===== src/rtl/instr_sequencer.sv =====
// Multi-cycle instruction sequencer: walks each instruction through fetch, decode,
// execute, memory and write-back, and counts retired instructions.
module instr_sequencer (
    input  logic        CLK,
    input  logic        RST,
    input  logic        START,
    input  logic        HLT,
    input  logic        IS_LD,
    input  logic        IS_ST,
    input  logic        IS_BR,
    input  logic        IS_HALT,
    input  logic        BR_TAKEN,
    input  logic        MEM_RDY,
    output logic        MEM_REQ,
    output logic        MEM_WE,
    output logic        IR_LD,
    output logic        PC_LD,
    output logic        PC_SEL,
    output logic        REG_WE,
    output logic [2:0]  STATE,
    output logic [15:0] INSTR_CNT
);

    typedef enum logic [2:0] {
        S_IDLE   = 3'd0,
        S_FETCH  = 3'd1,
        S_DECODE = 3'd2,
        S_EXEC   = 3'd3,
        S_MEM    = 3'd4,
        S_WB     = 3'd5,
        S_HALT   = 3'd6
    } state_e;

    state_e      state_q, state_d;
    logic [15:0] instr_cnt_q, instr_cnt_d;

    always_comb begin
        // NOTE: every output and next-state value gets a default first, so no path through the case can infer a latch.
        state_d = state_q;
        MEM_REQ = 1'b0;
        MEM_WE  = 1'b0;
        IR_LD   = 1'b0;
        PC_LD   = 1'b0;
        PC_SEL  = 1'b0;
        REG_WE  = 1'b0;

        case (state_q)
            S_IDLE: begin
                if (START) state_d = S_FETCH;
            end
            S_FETCH: begin
                MEM_REQ = 1'b1;
                if (MEM_RDY) begin
                    IR_LD   = 1'b1;
                    state_d = S_DECODE;
                end
            end
            S_DECODE: begin
                state_d = IS_HALT ? S_HALT : S_EXEC;
            end
            S_EXEC: begin
                if (IS_LD || IS_ST) begin
                    state_d = S_MEM;
                end else if (IS_BR) begin
                    PC_LD   = 1'b1;
                    PC_SEL  = BR_TAKEN;
                    state_d = S_FETCH;
                end else begin
                    state_d = S_WB;
                end
            end
            S_MEM: begin
                // A load outranks a store when both class bits are set.
                MEM_REQ = 1'b1;
                MEM_WE  = !IS_LD;
                if (MEM_RDY) begin
                    if (IS_LD) begin
                        state_d = S_WB;
                    end else begin
                        PC_LD   = 1'b1;
                        state_d = S_FETCH;
                    end
                end
            end
            S_WB: begin
                REG_WE  = 1'b1;
                PC_LD   = 1'b1;
                state_d = S_FETCH;
            end
            S_HALT: begin
                if (START && !HLT) state_d = S_FETCH;
            end
            default: state_d = S_IDLE;
        endcase

        // Every PC update is an instruction boundary where an external halt is taken.
        if (PC_LD && HLT) state_d = S_HALT;

        instr_cnt_d = instr_cnt_q + {15'd0, PC_LD};
    end

    // NOTE: state flops use non-blocking assignments so every flop samples pre-edge values.
    always_ff @(posedge CLK or posedge RST) begin
        if (RST) begin
            state_q     <= S_IDLE;
            instr_cnt_q <= 16'd0;
        end else begin
            state_q     <= state_d;
            instr_cnt_q <= instr_cnt_d;
        end
    end

    assign STATE     = state_q;
    assign INSTR_CNT = instr_cnt_q;

endmodule


===== config.mk =====
export PLATFORM = sky130hd
export DESIGN_NAME = instr_sequencer
export DESIGN_NICKNAME = d
export VERILOG_FILES = /design/src/rtl/instr_sequencer.sv
export SDC_FILE = /design/constraint.sdc
export NUM_CORES = 1
export LEC_CHECK = 0
export ABC_AREA = 1
export ABC_CLOCK_PERIOD_IN_PS = 2400
export CAP_MARGIN = 40
export CORE_ASPECT_RATIO = 0.6
export CORE_UTILIZATION = 45
export DETAILED_ROUTE_END_ITERATION = 7
export PLACE_DENSITY = 0.9
export SLEW_MARGIN = 15
export SYNTH_ARGS = -nofsm -noshare
export SYNTH_HDL_FRONTEND = slang
export SYNTH_SLANG_ARGS = --single-unit

===== constraint.sdc =====
create_clock -name CLK -period 2.4 [get_ports CLK]
set_input_delay 0.48 -clock CLK [delete_from_list [all_inputs] [get_ports CLK]]
set_output_delay 0.48 -clock CLK [all_outputs]
set_load 0.02 [all_outputs]

==> run metrics <==
outcome=completed; Final Hold Viols=0; Initial DRC Count=86; Crit. Startpoint=STATE[2]; Slew @ Worst Pin=736 ps; Cell Area, Synth=0.00110 mm^2; Int Pwr=823 uW; leakage=0.000765 uW; Crit. End Element=output port; Total Wirelength=2910 um; clock power share=15.5%; Worst Hold End=INSTR_CNT[15]; drt wl/cell=14.5 um; delay-heaviest family, CP=buffers and inverters; total gr overflow=0; final setup vio count=0; #FFs+latches synth=19; largest cells by area after synthesis=dfrtp_1 43%, nand2_1 7.8%, xor2_1 7.1%, inv_1 5.1%, nor2_1 5.1%; sequential area share after synthesis=43.1%; TritonCTS Sinks=19; area grow syn2layout=40.4%; share of the synthesized area in the top cell type=43.1%; clock skew=14.6 ps; ratio of cells with drive above 1 in the final layout=16.4%; fmax=0.430 GHz; worst vdd ir=0.566 mV; Core Area=0.00224 mm^2; MaxCap Viol Count=0; pin count of the biggest net entering global routing=20; I/O pin cnt=35; PortBufs=34; reg2reg setup slack=260 ps; CP Launch Type=register; CP Data Required Time=1920 ps; setup TNS=0 ps; router iterations before antenna repair=4; Max Root-Sink Buffers=2; Post-Syn Area per Cell=8.49 um^2; Post-DRT Antenna Nets=0; dominant cell type by area after synthesis=dfrtp_1; vias in the first global route=1,003; Vias=1,046; Critical Path Fanout Max=10; Switch Pwr=652 uW; first-pass GRT wire length=4430 um; GRT Total Usage=23.2%; slowest CP cell=clkdlybuf4s50_1; Reg2Reg Depth=11; CP arrival=1850 ps; RePlAce Congestion=0.804; CTS Root Cell=clkbuf_8; clock buffer count from CTS=3; initial antenna violation count=0; fin crit period=2330 ps; PwrDens=952 mW/mm^2; combinational power share=49.5%; TritonCTS clock tree=done; Switching Fraction=44.2%; critical path class=reg -> out; Die ar.=0.00266 mm^2; Buf/Inv on CP=2; crit share post-route=97.0%; critical-path cell list=inv_2, nand3_1, nor2_1, clkdlybuf4s50_1; Starting Density=49.2%; clk slew on worst S/H paths=80 ps; syn nets=142; reg2reg start=STATE[1]; Final Util=69.0%; reg-to-reg critical path endpoint=INSTR_CNT[12]; worst hold start=INSTR_CNT[15]; ANT cells=0; CTS H-tree depth=1; sequential power share=35.0%; hold depth=1; # rows=13; cells after synthesis=130; Vert. Die Dim=40.4 um; Cell variety after synth=24; Slew Limit Fails=0; max_slew headroom=50.9%; nets=184; critical path's largest stage delay=610 ps; Worst Hold Class=reg -> reg; DRC viols=0; Vias/cell=5.20; Die W=65.9 um; clk_lat worst skew=270 ps; yosys warns=0; post-DP HPWL=2180 um
-- cells in the mapped netlist, drive strengths merged --
library cell	instances
clkinv	2
or2	1
dfrtp	19
nand3b	2
inv	18
nand4	4
o21ai	1
buf	1
xnor2	4
xor2	9
o211ai	1
nand3	13
nor3	4
nor2	20
ha	2
nand2	29
-- final cells by class --
cell class	count	area [um^2]
Tap cell	30	37.5
Inverter	20	76.3
Multi-Input combinational cell	90	546
Clock inverter	1	5.00
Sequential cell	19	475
Clock buffer	3	41.3
Fill cell	160	696
Timing Repair Buffer	38	368
-- per-stage QoR --
stage | instance area (um^2) | hold WS [ps] | setup WS (ps) | std cells | total power (uW)
2_1_floorplan | 1100 | 431 | 402 | 130 | 923
3_3_place_gp | 1500 | 465 | 8.79 | 197 | 1210
5_1_grt | 1550 | 510 | -8.44 | 201 | 1540
3_5_place_dp | 1500 | 477 | -127 | 197 | 1230
4_1_cts | 1540 | 488 | 72.5 | 201 | 1470
6_report | 1550 | 486 | 72.0 | 201 | 1480
-- cell usage in the layout (no fill, tap or decap) --
master           count
nand2_2              5
clkinv_1             1
o21ai_0              1
nand4_1              3
dlygate4sd2_1        2
nand3_1              9
clkbuf_8             3
inv_1               15
nor2_2               1
nor2_1              15
nand4_2              1
or2_0                1
xnor2_1              4
xor2_1               9
nand3_2              4
clkdlybuf4s50_1     32
nand2_4              1
buf_4                4
inv_2                3
nand3b_1             2
o211ai_1             1
nor2_4               4
dfrtp_1             19
nand2_1             23
nor3_1               4
clkinv_2             2
ha_1                 2
-- state kept, by name (all words and copies together) (netlist names) --
name       count
INSTR_CNT     16
STATE          3
-- power groups by stage --
stage | logic, uW | registers [uW] | clock network [uW]
2_1_floorplan | 351 | 572 | 0
3_3_place_gp | 696 | 509 | 0
3_5_place_dp | 720 | 514 | 0
4_1_cts | 725 | 511 | 230
5_1_grt | 780 | 526 | 238
6_report | 730 | 516 | 229
-- kinds of logic (layout without fill, tap and decap cells) --
family / count (synthesis) / after routing / synth area share, %
simple gates: 73 / 73 / 35.3
buf+inv: 21 / 62 / 7.94
compound gates: 2 / 2 / 1.13
xor+xnor: 13 / 13 / 10.3
fa+ha+maj: 2 / 2 / 2.27
flops: 19 / 19 / 43.1
-- layer usage --
| metal | share of wire (%) | vias to the layer above | wire [um] | global-route usage [%] |
|---|---|---|---|---|
| li1 | - | 489 | - | - |
| met1 | 41 | 489 | 1180 | 28.0 |
| met2 | 48 | 58 | 1410 | 41.1 |
| met3 | 8.6 | 10 | 250 | 6.53 |
| met4 | 2.4 | 0 | 71 | 7.98 |
| met5 | 0 | - | 0 | 0 |
-- repair_timing --
item	in CTS	in global routing
pin swaps	0	0
setup endpoints to repair	2	1
hold buffers	0	0
setup buffers	0	0
gates resized for setup	2	1
-- worst max path at each step --
stage	endpoint	depth (start not counted)
floorplan	INSTR_CNT[12]	11
global placement	PC_SEL	7
detailed placement	INSTR_CNT[12]	13
CTS	IR_LD	5
global route	INSTR_CNT[12]	13
finish	IR_LD	4
Power figures use the tool's default switching activity.
